### src/rtl/im_uart_loader.sv
// im_uart_loader: UART program loader that writes instruction memory and holds the CPU during a load
module im_uart_loader #(
    parameter int          CLKS_PER_BIT = 868,
    parameter int          ADDR_W       = 10,
    parameter logic [7:0]  SYNC_BYTE    = 8'hA5
) (
    input  logic              clk,
    input  logic              rst,
    input  logic              rx,
    output logic              im_we,
    output logic [ADDR_W-1:0] im_waddr,
    output logic [31:0]       im_wdata,
    output logic              cpu_hold,
    output logic              load_done,
    output logic              load_err,
    output logic [ADDR_W:0]   words_loaded
);
    localparam int CW = $clog2(CLKS_PER_BIT);
    localparam logic [CW-1:0] FULL = CW'(CLKS_PER_BIT - 1);
    localparam logic [CW-1:0] HALF = CW'(CLKS_PER_BIT / 2 - 1);

    typedef enum logic [1:0] {R_IDLE, R_START, R_DATA, R_STOP} r_state_t;
    typedef enum logic [2:0] {L_WAIT_SYNC, L_CNT_LO, L_CNT_HI, L_DATA, L_DONE} l_state_t;

    r_state_t       r_state, r_next;
    l_state_t       l_state, l_next;
    logic           rx_m, rx_s;
    logic [CW-1:0]  cnt, cnt_n;
    logic [2:0]     bit_idx, bit_n;
    logic [7:0]     sh, sh_n;
    logic           byte_valid, frame_err;
    logic [7:0]     cnt_lo;
    logic [ADDR_W:0] count_q;
    logic [1:0]     phase;
    logic [31:0]    word;
    logic [31:0]    cnt_w;
    logic           cnt_ok, do_sync, do_abort, do_bad, do_lo, do_hi, do_byte, do_wr, do_fin;

    // two-flop synchronizer for the asynchronous rx line, idling high
    always_ff @(posedge clk or negedge rst) begin
        if (!rst) {rx_m, rx_s} <= 2'b11;
        else      {rx_m, rx_s} <= {rx, rx_m};
    end

    // byte receiver state and datapath registers
    always_ff @(posedge clk or negedge rst) begin
        if (!rst) begin
            r_state <= R_IDLE;
            cnt     <= '0;
            bit_idx <= '0;
            sh      <= '0;
        end else begin
            r_state <= r_next;
            cnt     <= cnt_n;
            bit_idx <= bit_n;
            sh      <= sh_n;
        end
    end

    // byte receiver next state: mid-bit sampling, glitch reject on start, stop-bit check
    always_comb begin
        r_next     = r_state;
        cnt_n      = cnt + 1'b1;
        bit_n      = bit_idx;
        sh_n       = sh;
        byte_valid = 1'b0;
        frame_err  = 1'b0;
        case (r_state)
            R_IDLE: begin
                cnt_n  = '0;
                r_next = rx_s ? R_IDLE : R_START;
            end
            R_START: if (cnt == HALF) begin
                cnt_n  = '0;
                bit_n  = '0;
                r_next = rx_s ? R_IDLE : R_DATA;
            end
            R_DATA: if (cnt == FULL) begin
                cnt_n  = '0;
                sh_n   = {rx_s, sh[7:1]};
                bit_n  = bit_idx + 1'b1;
                r_next = (bit_idx == 3'd7) ? R_STOP : R_DATA;
            end
            default: if (cnt == FULL) begin
                cnt_n      = '0;
                byte_valid = rx_s;
                frame_err  = !rx_s;
                r_next     = R_IDLE;
            end
        endcase
    end

    // loader state register
    always_ff @(posedge clk or negedge rst) begin
        if (!rst) l_state <= L_WAIT_SYNC;
        else      l_state <= l_next;
    end

    // loader next state and per-event control strobes
    always_comb begin
        cnt_w    = {21'b0, sh[2:0], cnt_lo};
        cnt_ok   = (sh[7:3] == 5'd0) && (cnt_w != 32'd0) && (cnt_w <= (32'd1 << ADDR_W));
        l_next   = l_state;
        do_sync  = 1'b0;
        do_abort = 1'b0;
        do_bad   = 1'b0;
        do_lo    = 1'b0;
        do_hi    = 1'b0;
        do_byte  = 1'b0;
        do_wr    = 1'b0;
        do_fin   = 1'b0;
        case (l_state)
            L_WAIT_SYNC, L_DONE: if (byte_valid && sh == SYNC_BYTE) begin
                do_sync = 1'b1;
                l_next  = L_CNT_LO;
            end
            L_CNT_LO: if (frame_err) begin
                do_abort = 1'b1;
                l_next   = L_WAIT_SYNC;
            end else if (byte_valid) begin
                do_lo  = 1'b1;
                l_next = L_CNT_HI;
            end
            L_CNT_HI: if (frame_err) begin
                do_abort = 1'b1;
                l_next   = L_WAIT_SYNC;
            end else if (byte_valid) begin
                do_hi  = cnt_ok;
                do_bad = !cnt_ok;
                l_next = cnt_ok ? L_DATA : L_WAIT_SYNC;
            end
            default: if (frame_err) begin
                do_abort = 1'b1;
                l_next   = L_WAIT_SYNC;
            end else if (byte_valid) begin
                do_byte = 1'b1;
                do_wr   = (phase == 2'd3);
            end else if (words_loaded == count_q) begin
                do_fin = 1'b1;
                l_next = L_DONE;
            end
        endcase
    end

    // loader datapath: count latch, word assembly, memory write, status flags
    always_ff @(posedge clk or negedge rst) begin
        if (!rst) begin
            im_we        <= 1'b0;
            im_waddr     <= '0;
            im_wdata     <= '0;
            cpu_hold     <= 1'b0;
            load_done    <= 1'b0;
            load_err     <= 1'b0;
            words_loaded <= '0;
            cnt_lo       <= '0;
            count_q      <= '0;
            phase        <= '0;
            word         <= '0;
        end else begin
            im_we <= do_wr;
            if (do_sync) begin
                cpu_hold     <= 1'b1;
                load_done    <= 1'b0;
                load_err     <= 1'b0;
                words_loaded <= '0;
            end
            if (do_abort || do_bad) begin
                load_err  <= 1'b1;
                cpu_hold  <= 1'b0;
                load_done <= 1'b0;
            end
            if (do_lo) cnt_lo <= sh;
            if (do_hi) begin
                count_q <= cnt_w[ADDR_W:0];
                phase   <= '0;
            end
            if (do_byte) begin
                word  <= {sh, word[31:8]};
                phase <= phase + 1'b1;
            end
            if (do_wr) begin
                im_waddr     <= words_loaded[ADDR_W-1:0];
                im_wdata     <= {sh, word[31:8]};
                words_loaded <= words_loaded + 1'b1;
            end
            if (do_fin) begin
                load_done <= 1'b1;
                cpu_hold  <= 1'b0;
            end
        end
    end
endmodule

### config.mk
export PLATFORM = sky130hd
export DESIGN_NAME = im_uart_loader
export DESIGN_NICKNAME = d
export VERILOG_FILES = /design/src/rtl/im_uart_loader.sv
export SDC_FILE = /design/constraint.sdc
export NUM_CORES = 1
export LEC_CHECK = 0
export ABC_CLOCK_PERIOD_IN_PS = 2930
export CAP_MARGIN = 20
export CORE_MARGIN = 2
export CORE_UTILIZATION = 55
export CTS_CLUSTER_DIAMETER = 150
export CTS_CLUSTER_SIZE = 14
export DETAILED_ROUTE_END_ITERATION = 10
export PLACE_DENSITY_LB_ADDON = 0.1
export SLEW_MARGIN = 25
export SYNTH_ARGS = -nofsm -noshare
export SYNTH_HDL_FRONTEND = slang
export SYNTH_SLANG_ARGS = --single-unit
### constraint.sdc
create_clock -name clk -period 2.93 [get_ports clk]
set_input_delay 0.4395 -clock clk [delete_from_list [all_inputs] [get_ports clk]]
set_output_delay 0.4395 -clock clk [all_outputs]
set_load 0.03 [all_outputs]
* Word level (Yosys, flattened, before mapping)
Index checks and enable logic that the tools add are counted.
W data, S select, Z words.
** Storage, ports and cells
- Word-level logic and storage cells :: 123
- Bits of input ports :: 3
- Output and inout bits :: 57
- Flip-flop bits (word level) :: 138
** Operators by class
- Multiplexer cells :: 59
- Eq/ne operators :: 17
- Add/sub/neg operators :: 4
- Reductions and logical operators :: 24
- Magnitude comparators :: 1
** Operator list (count)
- $mux W1 :: 34
- $mux W3 :: 10
- $mux W11 :: 2
- $mux W10 :: 2
- $pmux W10 S2 :: 1
- $mux W2 :: 7
- $add A11 B1 Y11 const B :: 1
- $eq A11 B11 Y1 :: 1
- $le A11 B11 Y1 const B :: 1
- $reduce_bool A11 Y1 :: 1
- $add A10 B1 Y10 const B :: 1
- $eq A10 B10 Y1 const B :: 1
- $eq A10 B9 Y1 const B :: 1
- $pmux W3 S3 :: 1
- $eq A8 B8 Y1 const B :: 1
- $reduce_bool A2 Y1 :: 4
- $eq A3 B3 Y1 const B :: 2
- $ne A2 B2 Y1 const B :: 3
- $ne A3 B3 Y1 const B :: 2
- $pmux W2 S3 :: 1
- $pmux W3 S2 :: 1
- $reduce_and A3 Y1 :: 2
- $reduce_bool A3 Y1 :: 2
- $logic_not A5 Y1 :: 1
- 18 further kinds :: 22

* Longest topological paths before layout
Gate-level depths: netlist of run 1.
- Word-level depth :: 10
- Mapped depth :: 9
- Gate-level depth less buffers :: 6

* Worst setup path before layout of run 1
OpenSTA, ideal clock, no wires.
- Path type :: reg-to-reg
- From :: reg sh[0]
- To :: reg count_q[10]
- Setup slack :: 0.811 ns
- Setup time :: 0.125 ns
- Data arrival time :: 1.994 ns
- Clock period less this slack :: 2.119 ns
- Buffers on the path :: 2
- Cell stages (with the launch flop) :: 8
- Required time :: 2.805 ns
- Cells stage by stage :: dfrtp_1 -> buf_6 -> nor4_2 -> nand4_1 -> a2111oi_4 -> nand4_4 -> buf_6 -> mux2_4
** Between the ends
- Cells in the longest elaborated chain, start to end :: 6
- Elaborated cells on any way between the ends :: 7
- Classes of those cells :: order compare: 1; mux: 3; reduce/logical: 3
** Ends and longest elaborated chain
- from (decl) :: RTL line 30 : logic [7:0] sh, sh_n;
- from (signal assigned) :: RTL line 56 : sh <= sh_n;
- branches (longest 2 deep; another with $le A11 B11 Y1)
- $logic_and A1 B1 Y1 (*) :: RTL line 102 : cnt_ok = (sh[7:3] == 5'd0) && (cnt_w != 32'd0) && (cnt_w <= (32'd1 << ADDR_W));
- $mux W1 (*) :: RTL line 127 : end else if (byte_valid) begin
- $mux W1 (*) :: RTL line 124 : L_CNT_HI: if (frame_err) begin
- $mux W1 (*) :: RTL line 112 : case (l_state)
- to (signal assigned) :: RTL line 174 : count_q <= cnt_w[ADDR_W:0];
- to (decl) :: RTL line 33 : logic [ADDR_W:0] count_q;
Mark *: on every way between the ends.
A chain may end at the register's enable or synchronous reset.

* Worst setup path after layout of run 1
- From :: reg r_state[1]
- To :: reg words_loaded[9]
** Between the ends
- Cells in the longest elaborated chain, start to end :: 7
- Elaborated cells on any way between the ends :: 14
- Classes of those cells :: eq/ne: 2; mux: 8; reduce/logical: 4
** Ends and longest elaborated chain
- from (decl) :: RTL line 25 : r_state_t r_state, r_next;
- from (signal assigned) :: RTL line 53 : r_state <= r_next;
- $eq A2 B2 Y1 (tied with other cells) :: RTL line 68 : case (r_state)
- $reduce_or A3 Y1 (no source line) (*)
- $mux W1 :: RTL line 68
- $mux W1 or $logic_and A1 B1 Y1 (tied branches) :: RTL line 135, 113
- $mux W1, on equally long branches :: RTL line 132, 113
- $mux W1 :: RTL line 112
- $mux W11 or $reduce_bool A2 Y1 (tied branches)
- to (signal assigned) :: RTL line 184 : words_loaded <= words_loaded + 1'b1;
- to (decl) :: RTL line 16 : output logic [ADDR_W:0] words_loaded
Every way passes the cells marked *; elsewhere a longest branch is shown, timed or not.

==> flow_summary.yaml, run 1 <==
critical_path:
  cp-start-kind: "flip-flop"
  setup.worst_path.start: "r_state[1]"
  slowest_delay_ns: 0.51
  worstSetupPathType: "flip-flop to flip-flop"
  reg2reg_from: "r_state[1]"
  path_cells: "nor4bb_1 > and4_1 > nand3_2 > or3_1 > mux2i_1"
  cp_max_fo: 20
  cpMaxStageDelayCell: "dfrtp_1"
  cp.required_ns: 3.32
  arrival_ns: 2.77
  cp-end-kind: "flip-flop"
synthesis:
  synth_edf_count: 0
  yosys-top-cells-area: "dfrtp_1 56%, nand2_1 14%, mux2_2 2.8%, nand3_1 2.7%, xor2_1 2.4%"
  ys_seq_area_share_pct: 56.9
  ys_seq_elements: 130
  synth_flop_cell: "dfrtp_1"
  synthMostInstantiatedCell: "nand2_1"
  synthCells: 584
  synth_top_area_share_pct: 56.0
  synth_common_cells: "211 x nand2_1, 128 x dfrtp_1, 31 x nand3_1"
  synth_cell_type_count: 51
  syn_nets: 593
  avgSynthCellArea_sq_um: 9.80
  synthArstFlopShare_pct: 100
  synth_top_area_cell: "dfrtp_1"
  synth_area_sq_um: 5720
  synth_warnings: 0
routing:
  drtIter0Drc: 194
  wl_per_cell_microns: 14.9
  num_vias: 4309
  detail-route-antenna-nets: 0
  dr.pass1.iters: 4
  drt-vias-per-instance: 5.42
  drc: 0
  drt-total-wl_mm: 11.9
sta:
  tns_ns: 0
  fmax_ghz: 0.420
  relSlewSlack_pct: 47.8
  skew_ns: 0.00703
  report.final.slew_viol_count: 0
  min_period_ns: 2.38
  tightest_slew_ns: 0.783
  setup_violations: 0
  hold_viol_final: 0
  finalCritPeriodShare_pct: 81.2
  rsz0062_at_grt: "no"
clocking:
  clockBufferDepth: 2
  clock_sinks: 130
  insertion_delay_ns: 0.51
  cts-root-buf: "clkbuf_8"
  tritoncts: "yes"
  cts_made_buffers: 17
  ctsHtreeMaxLevel: 4
  cts_resized: 0
  clk_pin_slew_worst_paths_ns: 0.06
placement:
  placed_cell_area_sq_um: 6450
  hpwlAfterDp_mm: 7.96
  port_buffers: 59
  finalWeightedCongestion: 0.860
worst_hold_path:
  worstHoldStart: "rx"
  hold_path.class: "input port to flip-flop"
power_and_ir_drop:
  p_leak_nw: 3.62
  p_per_area_nw_per_um2: 554
  vdd_drop_max_mv: 0.394
  power_mw: 3.91
cells_and_area:
  drive_above_1_share_pct: 11.5
  layout.nets: 655
  area_delta_synth_final_pct: 23.1
  nFillCells: 776
  final_area_sq_um: 7040
  n_antenna_cell: 0
  seq_area_sq_um: 3260
  fin_util_pct: 68.9
  multi_input_area_sq_um: 2300
floorplan:
  fp.dieW_microns: 106
  start_util_pct: 55.9
  core_sq_um: 10200
  boundaryPins: 60
  die_y_microns: 106
  rows: 37
  fp.dieArea_sq_um: 11200
run:
  max_cap_violations: 0
grt:
  track_usage_pct: 23.1
  grt_max_degree: 58
  grt_overflow: 0
  grt_pass1_wl_mm: 20.5
  grt_antenna_before_repair: 0
  grt_pass1_vias: 4307
status:
  status: "completed"
## metrics by stage
step	std cells	setup slack (ns)	hold slack [ns]
6_report	795	0.550	0.329
5_1_grt	795	0.370	0.317
4_1_cts	795	0.556	0.309
3_5_place_dp	762	0.572	0.348
3_3_place_gp	762	0.610	0.346
2_1_floorplan	584	0.811	0.144
## power by group
| group | switching, mW | internal (mW) |
|---|---|---|
| logic | 0.0350 | 0.00711 |
| registers | 0.00293 | 1.80 |
| clock network | 0.829 | 1.23 |
| total | 0.867 | 3.04 |
## layer usage
layer / vias to the layer above / part of all wire, % / global-route usage, %
met5: - / 0 / 0
met4: 0 / 0.99 / 8.36
met3: 12 / 4.2 / 4.48
met2: 108 / 49 / 37.8
met1: 2119 / 46 / 31.1
li1: 2070 / - / -
## timing repair
item / 4_1_cts / 5_1_grt
buffers inserted: 0 / 0
hold buffers: 1 / 0
endpoints found under the hold margin: 47 / 0
## final timing paths
path	to	slack, ns	cells past startpoint
min in group asynchronous	words_loaded[4]	0.48	2
max	words_loaded[9]	0.55	5
min	rx_m	0.33	1
max reg2reg	words_loaded[9]	0.55	5
min reg2reg	rx_s	0.36	0
max in group asynchronous	cnt[4]	1.67	3
## worst max-delay path, delay by kind of cell, from the launching register on
kind | cells | cell delay (ns)
DFF | 1 | 0.51
and+or+nand+nor | 4 | 1.63
muxes | 1 | 0.13
## sequential cells by signal (all words and copies together), names as in the netlist, 2 cells and up
register	flops
im_wdata	32
word	24
count_q	11
words_loaded	11
cnt	10
im_waddr	10
cnt_lo	8
sh	8
bit_idx	3
l_state	3
phase	2
r_state	2
## logic make-up after synthesis
kind of cell             Yosys count  share of synthesized area (%)
XOR/XNOR                          20                           3.06
flip-flops                       130                           56.9
multiplexers                      29                           6.14
AO/OA/AOI/OAI                     38                           4.50
adder cells (fa/ha/maj)            6                           1.31
buffers and inverters             39                           2.95
AND/OR/NAND/NOR                  322                           25.1
## final cells by class
| cell class | instances | share of cell area, % |
|---|---|---|
| flip-flops and latches | 130 | 46.2 |
| clock buffers | 17 | 5.88 |
| multi-input cells | 415 | 32.7 |
| inverters | 11 | 0.586 |
| clock inverters | 15 | 2.36 |
| repair buffers | 71 | 9.84 |
| well taps | 136 | 2.42 |
## cell usage in the layout, fill, tap and decap left out, types with 5 or more instances in the layout
cell type,synthesis,routed
nand2_1,211,211
dfrtp_1,128,128
clkdlybuf4s50_1,0,58
nand3_1,31,30
nor2_1,24,24
xor2_1,16,16
clkbuf_16,0,16
mux2_2,14,14
o21ai_0,12,12
inv_1,11,11
buf_4,0,11
or3_1,9,9
mux2_4,8,8
inv_6,0,8
a21oi_1,6,6
and3_1,6,6
nand4_1,6,6
ha_1,6,6
nor4_1,5,5
No activity file was read; power rests on OpenSTA's default activity.
==> run 2, diff against run 1 <==
ABC_CLOCK_PERIOD_IN_PS = 2000   (was 2930)
CORE_UTILIZATION = 51   (was 55)
clock period = 2 ns   (was 2.93 ns; I/O delays follow)
==> flow_summary.yaml, run 2 (synthesis results as in run 1) <==
cells_and_area:
  mostFrequentLayoutCells: "211 x nand2_1, 128 x dfrtp_1, 56 x buf_4, 49 x clkdlybuf4s50_1, 29 x nand3_1"
  drive_above_1_share_pct: 19.4
  seq_area_sq_um: 3260
  layout_commonest_cell: "nand2_1"
  instances_no_fill: 852
  multi_input_area_sq_um: 2370
  n_antenna_cell: 0
  reg_top3: "im_wdata (32), word (24)"
  nFillCells: 830
  layout.nets: 709
  largest_register_ffs: 32
  area_delta_synth_final_pct: 33.0
  largest-register: "im_wdata"
sta:
  rsz0062_at_grt: "yes"
  finalCritPeriodShare_pct: 103
  setup_violations: 11
  min_period_ns: 2.05
  holdWs_ns: 0.180
  tightest_slew_ns: 0.352
  fin_ws_ns: -0.0512
  relSlewSlack_pct: 76.5
  skew_ns: 0.00651
  report.final.slew_viol_count: 0
  hold_viol_final: 0
  fmax_ghz: 0.488
run:
  max_cap_violations: 0
grt:
  grt_antenna_before_repair: 0
  track_usage_pct: 23.0
  grt_overflow: 0
  grt_pass1_vias: 4333
  grt_max_degree: 47
  grt_pass1_wl_mm: 21.2
power_and_ir_drop:
  intPower_mw: 4.61
  pwr-share-comb_pct: 1.3
  p_per_area_nw_per_um2: 763
  swShare_pct: 20.6
  p_clk_share_pct: 53.3
  power.switching_mw: 1.20
  p_leak_nw: 3.98
  power_mw: 5.81
  vdd_drop_max_mv: 0.521
  p_seq_share_pct: 45.4
clocking:
  clock_sinks: 130
  tritoncts: "yes"
  clk_pin_slew_worst_paths_ns: 0.06
  insertion_delay_ns: 0.53
  cts_made_buffers: 17
  clockBufferDepth: 2
  ctsHtreeMaxLevel: 4
  cts-root-buf: "clkbuf_8"
floorplan:
  die_y_microns: 110
  rows: 38
  fp.dieW_microns: 110
  fp.dieArea_sq_um: 12100
  core_sq_um: 10900
  boundaryPins: 60
  start_util_pct: 52.6
placement:
  hpwlAfterDp_mm: 8.81
  place_inst: 813
  finalWeightedCongestion: 0.894
  port_buffers: 59
  dp_worst_setup_slack_ns: -0.0555
critical_path:
  cp-start-kind: "flip-flop"
  cp_max_fo: 13
  worstSetupPathType: "flip-flop to flip-flop"
  cp-end-kind: "flip-flop"
  arrival_ns: 2.46
  cp.required_ns: 2.41
routing:
  drtIter0Drc: 247
  dr.pass1.iters: 4
  wl_per_cell_microns: 15.1
  drc: 0
  drt-vias-per-instance: 5.24
  drt-total-wl_mm: 12.9
  detail-route-antenna-nets: 0
  num_vias: 4464
worst_hold_path:
  hold_path.class: "input port to flip-flop"
status:
  violations: "setup timing"
  status: "finished, violations left"
==> run 2: cell types whose count changed in the layout (fill, tap and decap cells not counted), moves of 2 or more <==
cell | before | now
buf_12 | 1 | 7
buf_4 | 11 | 56
buf_6 | 0 | 2
clkbuf_8 | 1 | 3
clkdlybuf4s50_1 | 58 | 49
clkinvlp_4 | 2 | 4
dlygate4sd2_1 | 0 | 9
inv_6 | 8 | 2
nor4_1 | 5 | 2
nor4_4 | 0 | 2
==> run 2: repair_timing <==
action | 4_1_cts | 5_1_grt
gates resized for setup | 12 | 9
endpoints found under the hold margin | 88 | 0
endpoints found under the setup margin | 22 | 55
cloned | 0 | 1
pin swaps | 0 | 4
buffers inserted | 1 | 5
hold buffers | 1 | 0
==> run 2: power by group through the flow <==
stage	combinational (mW)	sequential, mW	clock [mW]
after floorplan	0.00489	2.68	0
after global placement	0.0748	2.68	0
after detailed placement	0.0763	2.68	0
after CTS	0.0783	2.64	3.15
after global routing	0.0872	2.63	3.26
final	0.0747	2.64	3.10
==> run 2: area by class of cell <==
class	count	share of cell area [%]
Clock buffer	19	5.80
Sequential cell	130	42.8
Tap cell	140	2.30
Multi-Input combinational cell	415	31.2
Timing Repair Buffer	125	15.3
Inverter	11	0.543
Clock inverter	12	2.06
==> run 2: critical path, cell delays in order, from the launching register on <==
cell       delay, ns
dfrtp_1         0.42
nor4_4          0.30
nand4_1         0.19
a2111oi_4       0.41
nand4_4         0.13
buf_12          0.18
mux2_1          0.30
==> run 2: worst paths after layout <==
kind,endpoint,slack [ns],from,cells past startpoint
setup / recovery,count_q[2],-0.05,cnt_lo[0],6
hold / removal,rx_m,0.18,rx,1
setup reg to reg,count_q[2],-0.05,cnt_lo[0],6
hold reg to reg,rx_s,0.36,rx_m,0
max in group asynchronous,rx_s,1.21,rst,3
min in group asynchronous,words_loaded[6],0.20,rst,2
==> run 2: per-stage QoR <==
stage | TNS [ns] | area (sq um) | util, %
final | -0.430 | 7610 | 69.9
after global routing | -1.50 | 7610 | 69.9
after CTS | -0.606 | 7520 | 69.1
after detailed placement | -0.496 | 6900 | 63.4
after global placement | -0.136 | 6900 | 63.4
after floorplan | -0.362 | 5740 | -
==> run 2: metal layers <==
layer	GRT usage [%]	wire length, microns	vias to the layer above
met2	36.7	6330	79
met3	5.16	435	16
li1	-	-	2164
met5	0	0	-
met1	30.5	5930	2205
met4	8.95	199	0
